[src/rtl/cga_pkg.sv]
// Shared definitions for the CGA video RAM arbiter:
// FSM encoding, window base and the captured CPU command.
package cga_pkg;

  localparam logic [2:0] ST_IDLE   = 3'd0;
  localparam logic [2:0] ST_WAIT   = 3'd1;
  localparam logic [2:0] ST_ACCESS = 3'd2;
  localparam logic [2:0] ST_LATCH  = 3'd3;
  localparam logic [2:0] ST_DONE   = 3'd4;

  localparam logic [19:0] CGA_BASE = 20'hB8000;

  localparam int ADDR_W = 15;
  localparam int DATA_W = 8;

  typedef struct packed {
    logic              write;
    logic [ADDR_W-1:0] addr;
  } cpu_cmd_t;

endpackage

[src/rtl/isa_strobe_sync.sv]
// Two-flop synchronizer and registered falling-edge
// detect for the asynchronous ISA memr/memw strobes.
module isa_strobe_sync (
  input  logic clk,
  input  logic reset_l,
  input  logic memr_l,
  input  logic memw_l,
  output logic memr_s,
  output logic memw_s,
  output logic memr_fall,
  output logic memw_fall
);

  logic [1:0] r_meta;
  logic [1:0] w_meta;
  logic       r_prev;
  logic       w_prev;

  always_ff @(posedge clk or negedge reset_l) begin
    if (!reset_l) begin
      r_meta <= 2'b11;
      w_meta <= 2'b11;
      r_prev <= 1'b1;
      w_prev <= 1'b1;
    end else begin
      r_meta <= {r_meta[0], memr_l};
      w_meta <= {w_meta[0], memw_l};
      r_prev <= r_meta[1];
      w_prev <= w_meta[1];
    end
  end

  assign memr_s    = r_meta[1];
  assign memw_s    = w_meta[1];
  assign memr_fall = r_prev & ~r_meta[1];
  assign memw_fall = w_prev & ~w_meta[1];

endmodule

[src/rtl/cga_vram_arbiter.sv]
// Shares the single-port video RAM between display fetch
// (always wins) and queued ISA CPU accesses in granted slots.
module cga_vram_arbiter
  import cga_pkg::*;
#(
  parameter int USE_BUS_WAIT = 1,
  parameter int RAM_LATENCY  = 1,
  parameter int MAX_WAIT     = 63
) (
  input  logic              clk,
  input  logic              reset_l,
  input  logic [ADDR_W-1:0] bus_a,
  input  logic              bus_mem_cs,
  input  logic              bus_memr_l,
  input  logic              bus_memw_l,
  input  logic [DATA_W-1:0] bus_d,
  output logic [DATA_W-1:0] bus_out,
  output logic              bus_dir,
  output logic              bus_rdy,
  input  logic [ADDR_W-1:0] vid_a,
  input  logic              vid_req,
  input  logic              isa_slot,
  output logic [DATA_W-1:0] vid_data,
  output logic [ADDR_W-1:0] mem_a,
  output logic              mem_we,
  output logic [DATA_W-1:0] mem_wdata,
  input  logic [DATA_W-1:0] mem_rdata
);

  localparam logic [5:0] WAIT_LIM = 6'(MAX_WAIT);
  localparam logic [1:0] LAT_LAST = 2'(RAM_LATENCY - 1);

  logic [2:0] state;
  logic [2:0] state_nx;
  cpu_cmd_t   cmd_q;
  logic [5:0] wait_cnt;
  logic [1:0] lat_cnt;

  logic memr_s;
  logic memw_s;
  logic memr_fall;
  logic memw_fall;
  logic cmd_det;
  logic busy;
  logic rd_capture;

  isa_strobe_sync u_sync (
    .clk       (clk),
    .reset_l   (reset_l),
    .memr_l    (bus_memr_l),
    .memw_l    (bus_memw_l),
    .memr_s    (memr_s),
    .memw_s    (memw_s),
    .memr_fall (memr_fall),
    .memw_fall (memw_fall)
  );

  assign cmd_det = bus_mem_cs & (memr_fall | memw_fall);

  always_comb begin
    state_nx = state;
    unique case (state)
      ST_IDLE: begin
        if (cmd_det) state_nx = ST_WAIT;
      end
      ST_WAIT: begin
        if (isa_slot && !vid_req)
          state_nx = ST_ACCESS;
        else if (!cmd_q.write && memr_s)
          state_nx = ST_IDLE;
        else if (wait_cnt == WAIT_LIM)
          state_nx = ST_DONE;
      end
      ST_ACCESS: state_nx = ST_LATCH;
      ST_LATCH: begin
        if (cmd_q.write || lat_cnt == LAT_LAST)
          state_nx = ST_DONE;
      end
      ST_DONE: begin
        if (memr_s && memw_s) state_nx = ST_IDLE;
      end
      default: state_nx = ST_IDLE;
    endcase
  end

  assign rd_capture = (state == ST_LATCH) && !cmd_q.write &&
                      (lat_cnt == LAT_LAST);

  always_ff @(posedge clk or negedge reset_l) begin
    if (!reset_l) begin
      state     <= ST_IDLE;
      cmd_q     <= '0;
      wait_cnt  <= '0;
      lat_cnt   <= '0;
      bus_out   <= '0;
      mem_wdata <= '0;
    end else begin
      state <= state_nx;
      if (state == ST_IDLE && cmd_det) begin
        // both strobes falling together resolve to a write
        cmd_q.write <= memw_fall;
        cmd_q.addr  <= bus_a;
        mem_wdata   <= bus_d;
      end
      if (state == ST_IDLE)
        wait_cnt <= '0;
      else if (state == ST_WAIT && wait_cnt != 6'h3f)
        wait_cnt <= wait_cnt + 6'd1;
      if (state == ST_ACCESS)
        lat_cnt <= '0;
      else if (state == ST_LATCH)
        lat_cnt <= lat_cnt + 2'd1;
      if (rd_capture)
        bus_out <= mem_rdata;
    end
  end

  assign mem_a  = (state == ST_ACCESS) ? cmd_q.addr : vid_a;
  assign mem_we = (state == ST_ACCESS) & cmd_q.write;

  assign vid_data = mem_rdata;
  assign bus_dir  = bus_mem_cs & ~bus_memr_l;

  assign busy = (state == ST_WAIT) || (state == ST_ACCESS) ||
                (state == ST_LATCH) ||
                (state == ST_IDLE && cmd_det);

  assign bus_rdy = (USE_BUS_WAIT != 0) ? ~busy : 1'b1;

`ifndef SYNTHESIS
  a_no_vid_in_access : assert property (
    @(posedge clk) disable iff (!reset_l)
    !(state == ST_ACCESS && vid_req)
  );
`endif

endmodule

[config.mk]
export PLATFORM = sky130hd
export DESIGN_NAME = cga_vram_arbiter
export DESIGN_NICKNAME = d
export VERILOG_FILES = /design/src/rtl/cga_pkg.sv /design/src/rtl/isa_strobe_sync.sv /design/src/rtl/cga_vram_arbiter.sv
export SDC_FILE = /design/constraint.sdc
export NUM_CORES = 1
export LEC_CHECK = 0
export ABC_AREA = 1
export CAP_MARGIN = 25
export CORE_AREA = 2 2 93 73
export CTS_BUF_LIST = sky130_fd_sc_hd__clkbuf_8
export DETAILED_ROUTE_END_ITERATION = 8
export DIE_AREA = 0 0 95 75
export PLACE_DENSITY = 0.77
export SYNTH_ARGS = -nofsm -noshare
export SYNTH_HDL_FRONTEND = slang
export SYNTH_HIERARCHICAL = 1
export SYNTH_SLANG_ARGS = --single-unit
[constraint.sdc]
create_clock -name clk -period 1.4 [get_ports clk]
set_input_delay 0.21 -clock clk [delete_from_list [all_inputs] [get_ports clk]]
set_output_delay 0.21 -clock clk [all_outputs]
set_load 0.05 [all_outputs]
-- After elaboration in Yosys (flattened, before gate mapping)
Cells that the tools add are included.
- bits in latches: 0
- memory bits (read-only): 0
- logic and storage cells: 63
- output and inout port bits: 42
- input bits: 53
- bits in writable memories: 0
- register bits: 49
- memories kept: 0
- add/sub/neg operators: 2
- shift-type cells: 0
- reduce and logical (&&, ||, !) cells: 18
- $lt $le $gt $ge: 0
- muxes and demuxes: 12
- multipliers: 0
- equality and inequality tests: 10
- divide/modulo/power cells: 0
- bitwise gates (word level): 10
- operators by type and width (cell ; count):
    $mux W3 ; 6
    $mux W15 ; 1
    $pmux W3 S5 ; 1
    $mux W6 ; 2
    $logic_and A1 B1 Y1 ; 7
    $add A6 B1 Y6 const B ; 1
    $eq A3 B2 Y1 const B ; 2
    $eq A6 B6 Y1 const B ; 1
    $ne A2 B2 Y1 const B ; 3
    $ne A6 B6 Y1 const B ; 1
    $and A1 B1 Y1 ; 5
    $logic_or A1 B1 Y1 ; 4
    $mux W2 ; 2
    $ne A4 B4 Y1 const B ; 1
    $not A1 Y1 ; 4
    $reduce_and A4 Y1 ; 1
    $reduce_bool A2 Y1 ; 2
    $eq A3 B1 Y1 const B ; 1
    $eq A3 B3 Y1 const B ; 1
    $logic_not A3 Y1 ; 1
    $add A2 B1 Y2 const B ; 1
    $logic_not A1 Y1 ; 2
    $logic_not A2 Y1 ; 1
    $or A1 B1 Y1 ; 1

-- Longest topological paths before layout
Gate-level depths: netlist of the first run.
- word-level depth: 7
- depth in mapped cells: 8
- mapped depth without buffers: 8

-- Hierarchy
The synthesis of the first run kept the hierarchy.
- modules (own cells, without submodules) (module ; instances ; cells an instance ; seq. area each (sq um) ; area each (sq um)):
    cga_vram_arbiter ; 1 ; 286 ; 1076.0 ; 2287.2
    isa_strobe_sync ; 1 ; 10 ; 157.7 ; 177.7

-- Worst setup path before layout of the first run
Ideal clock, no wire load.
- path kind: reg-to-output
- from: register u_sync.w_meta[1]
- to: output bus_rdy
- stages on the path, launching flop included: 5
- data required time: 1.190 ns
- data arrival time: 2.027 ns
- path buffers: 0
- path slack: -0.837 ns
- cell sequence: dfstp_2 -> nor2_2 -> o21ai_0 -> inv_1 -> o21ai_0
- word-level cells in the longest chain between the ends: 7
- RTL lines (what ; RTL line ; source):
    start: declaration ; isa_strobe_sync.sv:15 ; logic [1:0] w_meta;
    start signal: assignment ; isa_strobe_sync.sv:27 ; w_meta <= {w_meta[0], memw_l};
    $not A1 Y1 ; isa_strobe_sync.sv:36 ; assign memw_fall = w_prev & ~w_meta[1];
    $and A1 B1 Y1 ; isa_strobe_sync.sv:36 ;
    via memw_fall ; cga_vram_arbiter.sv:42 ; logic memw_fall;
    $or A1 B1 Y1 ; cga_vram_arbiter.sv:58 ; assign cmd_det = bus_mem_cs & (memr_fall | memw_fall);
    $and A1 B1 Y1 ; cga_vram_arbiter.sv:58 ;
    $logic_and A1 B1 Y1 ; cga_vram_arbiter.sv:126 ; (state == ST_IDLE && cmd_det);
    $logic_or A1 B1 Y1 ; cga_vram_arbiter.sv:125 ; (state == ST_LATCH) ||
    $not A1 Y1 ; cga_vram_arbiter.sv:128 ; assign bus_rdy = (USE_BUS_WAIT != 0) ? ~busy : 1'b1;
    end: declaration ; cga_vram_arbiter.sv:19 ; output logic bus_rdy,
The timed path passes the listed nets, and every way through them passes these cells.

-- Worst setup path in the final report of the first run
Ends and elaborated chain as after synthesis.

==> key figures, run 1 <==
STA
  – Slew HR: 71.4%
  – Fin worst setup slack: -283 ps
  – Slew @ Worst Pin: ~430 ps
  – Hold Fails Final Rpt: 0
  – Final TNS setup: -7530 ps
  – # setup viols final: 55
  – Hold Slack: between 300 and 400 ps
  – Clk_skew: between 2 and 3 ps
  – Peak Freq: 594 MHz
  – Minimum clock period: 1680 ps
  – Fin crit share: 120%
  – RSZ-0062 raised after global routing: yes
  – Final-report max-slew violation count: 0

Setup path
  – Crit path capture: bus_rdy
  – Worst r2r dst: state[2]
  – Beginning of the critical path: u_sync/w_meta[1]
  – R2R cell count: 10
  – Crit Path Class: reg2out
  – Worst setup EP type: primary output
  – Critical Path RT: between 1000 and 1500 ps
  – Worst r2r src: state[2]
  – Arr. time, crit path: between 1000 and 1500 ps
  – Setup slack, reg-to-reg: -120 ps
  – CP startpoint kind: flop
  – CP Max Fanout: 2

Logic synthesis
  – Top post-synthesis cells by area: dfrtp_1, nand2_1, dfstp_2
  – Async S/R FF share, synth: 100%
  – Synth Net Count: 351
  – Synthesized area per cell: 8.33 um^2
  – Most used DFF post-synth: dfrtp_1
  – EDFF count, synth: 0
  – Area leader, netlist: dfrtp_1
  – Synth top area share: 43.7%
  – Synth Register Bits: 49
  – Ys Warns: 6
  – Cell Area, Synth: 2460 um^2
  – Count leader, synth: nand2_1
  – Synth unique cells: 28
  – Syn Inst Count: 296
  – Sequential fraction of the synthesis area: around half
  – Synth top cells by count: nand2_1, dfrtp_1, nand3_1

Clock network
  – CTS Buffer Depth: 2
  – Sink Count: a little under 50
  – CTS tree: yes
  – Clk root buf: clkbuf_8
  – Worst skew pair latency: 300 ps
  – CTS HTree Levels: 2
  – CTS Buf Count: 5
  – Clock slew at reported path FFs: roughly 80 ps

Routing
  – Final ANT Viol Nets: 0
  – Drt drc: 0
  – Via/cell ratio: 4.89
  – Initial DRC count: 115
  – Final wirelength: 7370 um
  – Via count: between 2000 and 2500
  – Drt first pass iters: 4
  – DR WL/cell: roughly 15 um

Final layout
  – Area growth, synth to finish: 83.2%
  – Post-Route Utilization: 73.3%
  – Fill cells: 412
  – Final Net Count: 464
  – Share of cells above drive strength 1: a little over two fifths
  – Design area: around 4500 um^2
  – ANT cells: 0

Die
  – Die Area: 7130 um^2
  – # IOs: 95
  – Initial cell density of the core: roughly two fifths
  – Placeable Area: 6160 um^2
  – Die Y: 75 um
  – Die X: 95 um
  – # rows: 25

Place
  – Input/output buffers: 94
  – GPL Wtd Cong: around 0.86
  – Place WS: -163 ps
  – Detailed Place HPWL: 4490 um
  – DP Area: 3930 um^2

Global route
  – Initial antenna violation count: 0
  – First-pass GRT wire length: 10000 um
  – Global route total overflow: 0
  – Pin count of the biggest net entering global routing: 36
  – Vias in the first global route: 2211
  – Overall Global Routing Usage: 18.3%

Job
  – Max cap viols: 0

Power
  – LEAKAGE: 2.10 nW
  – VDD IR max: approximately 1200 uV
  – PwrDens: 2070 nW/um^2

Worst hold path
  – Min-delay src: bus_memw_l
  – Min-delay worst type: in2reg

Status
  – Failing checks: setup timing
  – Status: finished, violations left
-- metal layers --
metal | track usage, % | part of all wire [%]
met4 | 5.80 | 1.5
met3 | 4.60 | 7.4
met1 | 22.3 | 39
met2 | 32.5 | 52
met5 | 0 | 0
-- cell families (layout without fill, tap and decap cells) --
| family | count (synthesis) | in the layout | share of synthesized area, % |
|---|---|---|---|
| compound gates | 16 | 16 | 4.62 |
| fa+ha+maj | 2 | 2 | 1.02 |
| flops | 49 | 49 | 50.1 |
| buf+inv | 44 | 155 | 9.70 |
| xor+xnor | 3 | 3 | 1.07 |
| simple gates | 182 | 185 | 33.6 |
-- repair_timing --
| item | 4_1_cts | 5_1_grt |
|---|---|---|
| endpoints found under the setup margin | 43 | 55 |
| cloned | 1 | 3 |
| hold endpoints to repair | 14 | 0 |
| resized for setup | 20 | 58 |
| hold buffers | 1 | 0 |
| pin swaps | 1 | 32 |
| buffers inserted | 1 | 11 |
-- per-stage QoR --
| step | std cells | total power, mW |
|---|---|---|
| after global routing | 491 | 9.79 |
| final | 491 | 9.33 |
| after detailed placement | 466 | 7.51 |
| after floorplan | 296 | 5.33 |
| after CTS | 477 | 8.72 |
| after global placement | 466 | 7.38 |
-- layout by cell type, fill, tap and decap left out, types with 2 or more instances in the layout --
| cell type | instances |
|---|---|
| buf_12 | 40 |
| buf_4 | 17 |
| buf_6 | 2 |
| buf_8 | 7 |
| clkbuf_8 | 6 |
| clkdlybuf4s50_1 | 51 |
| dfrtp_1 | 42 |
| dfstp_2 | 6 |
| inv_1 | 19 |
| inv_2 | 7 |
| inv_4 | 2 |
| nand2_1 | 100 |
| nand2_2 | 18 |
| nand2_4 | 13 |
| nand2_8 | 2 |
| nand3_1 | 6 |
| nand3_2 | 24 |
| nand3_4 | 3 |
| nor2_1 | 6 |
| nor2_2 | 3 |
| nor2_4 | 8 |
| o21ai_1 | 3 |
| o21ai_2 | 9 |
| xor2_1 | 2 |
-- registers in the layout, summed over array words and instances (netlist names) --
| signal | flops |
|---|---|
| bus_out | 8 |
| cmd_q | 16 |
| lat_cnt | 2 |
| mem_wdata | 8 |
| state | 3 |
| u_sync/r_meta | 2 |
| u_sync/r_prev | 1 |
| u_sync/w_meta | 2 |
| u_sync/w_prev | 1 |
| wait_cnt | 6 |
-- how the worst min path moves through the flow --
| stage | endpoint | slack [ps] | depth (start not counted) |
|---|---|---|---|
| global route | u_sync/w_meta[0] | 310 | 1 |
| floorplan | bus_out[0] | -90 | 0 |
| detailed placement | bus_out[4] | 140 | 1 |
| global placement | bus_out[4] | 140 | 1 |
| finish | u_sync/w_meta[0] | 330 | 1 |
| CTS | u_sync/w_meta[0] | 320 | 1 |
-- report_power, final --
group | total (mW) | switching (mW) | internal, mW
registers | 2.41 | 0.464 | 1.94
logic | 5.90 | 3.36 | 2.53
clock network | 1.03 | 0.453 | 0.575
-- cell type report --
class                   count  area (um^2)  share of cell area, %
multi-input cells         206         1350                   29.9
well taps                  81          101                   2.24
clock buffers               6         82.6                   1.83
repair buffers            120         1610                   35.6
inverters                  27          106                   2.35
flip-flops and latches     49         1230                   27.3
clock inverters             2         33.8                  0.748
-- worst max-delay path: stages, from the launching register on --
cell,delay [ps]
dfstp_2,560
nor2_4,40
o21ai_2,160
inv_2,80
o21ai_4,170
buf_12,160
Note: power is estimated with default switching activity, not from simulation.
==> inputs of run 2 (changes only) <==
Settings changed: CORE_AREA 2 2 93 73 to 2 2 94 73, DIE_AREA 0 0 95 75 to 0 0 96 75, HOLD_SLACK_MARGIN set to 0.05, PLACE_DENSITY 0.77 to 0.76.
==> run 2 against run 1 <==
The run still ends with setup timing left; non-clock buffer count unchanged; first-iteration DRC count up 27%; largest cell class unchanged; sequential share of layout area fell by 0.085 points; final cell count did not move; design area is 0.42% higher.
==> key figures, run 2 (same netlist as run 1, synthesis figures left out) <==
Setup path
  – CP Max Fanout: 15
  – Arr. time, crit path: ~1500 ps
  – Critical Path RT: 1190 ps
  – Crit Path Class: reg2out
  – Cell family with most CP delay: flip-flops
  – Crit-path max cell delay: about 450 ps
  – Critical Path, Cell by Cell: inv_4 -> nand2_4 -> nor2_4 -> buf_12 -> nand2_1 -> nand2_2 -> buf_8
  – Worst setup EP type: primary output
  – CP startpoint kind: flop
  – Slowest cell on crit path: dfrtp_2
  – CP bufs+invs: 3

Die
  – Die Area: 7200 um^2
  – # rows: 25
  – Placeable Area: between 6000 and 7000 um^2
  – Die Y: 75 um
  – Initial cell density of the core: 39.6%
  – # IOs: 95
  – Die X: around 96 um

STA
  – Hold Slack: 298 ps
  – Clk_skew: around 11 ps
  – Minimum clock period: 1740 ps
  – # setup viols final: 35
  – Slew @ Worst Pin: 475 ps
  – Slew HR: approximately two thirds
  – Hold Fails Final Rpt: 0
  – Final-report max-slew violation count: 0
  – Peak Freq: 576 MHz
  – RSZ-0062 raised after global routing: yes
  – Fin crit share: 124%
  – Fin worst setup slack: -335 ps

Routing
  – Final wirelength: 7890 um
  – Final ANT Viol Nets: 0
  – Drt drc: 0
  – Via count: 2466
  – Initial DRC count: roughly 150
  – Via/cell ratio: 5.02
  – DR WL/cell: 16.1 um
  – Drt first pass iters: 4

Clock network
  – CTS tree: yes
  – CTS Buf Count: 5
  – Clk root buf: clkbuf_8
  – Clock slew at reported path FFs: 90 ps
  – CTS Buffer Depth: 2
  – Sink Count: 49
  – Worst skew pair latency: 320 ps
  – CTS HTree Levels: 2

Final layout
  – Area growth, synth to finish: 84.0%
  – Design area: 4540 um^2
  – Max FFs per register: 16
  – Final Net Count: 464
  – ANT cells: 0
  – Fill cells: 390
  – Leading cell type in the layout, fill and taps excluded: nand2_1
  – Most frequent cells in the layout: nand2_1, clkdlybuf4s50_1, dfrtp_1, buf_12, nand3_2
  – Share of cells above drive strength 1: 42.9%
  – Finished Layout Cells: about 490
  – Top flop regs: cmd_q x16, bus_out x8, mem_wdata x8
  – Post-Route Utilization: between 70% and 80%
  – Reg with most FFs: cmd_q

Global route
  – Vias in the first global route: between 2000 and 2500
  – Overall Global Routing Usage: 17.8%
  – Initial antenna violation count: 0
  – First-pass GRT wire length: 9800 um
  – Pin count of the biggest net entering global routing: 50
  – Global route total overflow: 0

Power
  – VDD IR max: roughly 1500 uV
  – LEAKAGE: 2.10 nW
  – PwrDens: 2070 nW/um^2
  – Design Power: 9.39 mW

Status
  – Status: finished, violations left
  – Failing checks: setup timing

Job
  – Max cap viols: 0

Place
  – GPL Wtd Cong: 0.753
  – Input/output buffers: 94
  – Detailed Place HPWL: 4440 um
  – DP Cell Count: ~470
  – DP Area: 3950 um^2

Worst hold path
  – Min-delay worst type: in2reg
[run 2: where the power goes]
group / switching (mW) / total, mW / leakage (nW) / internal, mW
sequential: 0.494 / 2.44 / 0.594 / 1.95
combinational: 3.42 / 6.09 / 1.46 / 2.67
clock: 0.510 / 0.865 / 0.0445 / 0.355
total: 4.42 / 9.39 / 2.10 / 4.97
[run 2: cell type report]
class,count,area (um^2),area share (%)
well taps,81,101,2.23
repair buffers,120,1660,36.5
clock inverters,3,21.3,0.469
inverters,27,109,2.40
flip-flops and latches,49,1240,27.3
clock buffers,5,68.8,1.52
multi-input cells,206,1340,29.6
[run 2: metal layers]
metal  GRT usage, %  share of wire (%)  vias to the layer above
li1               -                  -                     1147
met1           22.5                 37                     1161
met2           29.5                 50                      136
met3           6.01                 11                       22
met4           4.76                2.6                        0
met5              0                  0                        -
[run 2: metrics by stage]
step	setup WS [ps]	setup TNS (ps)
2_1_floorplan	-95.2	-1290
3_3_place_gp	-166	-2980
3_5_place_dp	-214	-4240
4_1_cts	-307	-4840
5_1_grt	-403	-9620
6_report	-335	-6780
[run 2: worst register-to-register path, delay by kind of cell (launching register included)]
kind / cells / cell delay (ps)
AND/OR/NAND/NOR: 6 / 640
flip-flops: 1 / 450
buffers and inverters: 4 / 400
[run 2: final timing paths]
path,start,endpoint,slack [ps],cells past startpoint
min reg2reg,u_sync/r_meta[0],u_sync/r_meta[1],360,0
max in group asynchronous,reset_l,u_sync/w_meta[0],720,3
min in group asynchronous,reset_l,bus_out[5],410,3
max reg2reg,state[2],state[2],-190,10
max,state[2],mem_a[0],-340,7
min,bus_memw_l,u_sync/w_meta[0],300,1
[run 2: what timing repair did]
action,in CTS,in global routing
setup endpoints to repair,43,56
pin swaps,1,31
gates cloned,1,5
endpoints found under the hold margin,43,0
hold buffers,1,0
gates resized for setup,21,55
buffers inserted,0,10
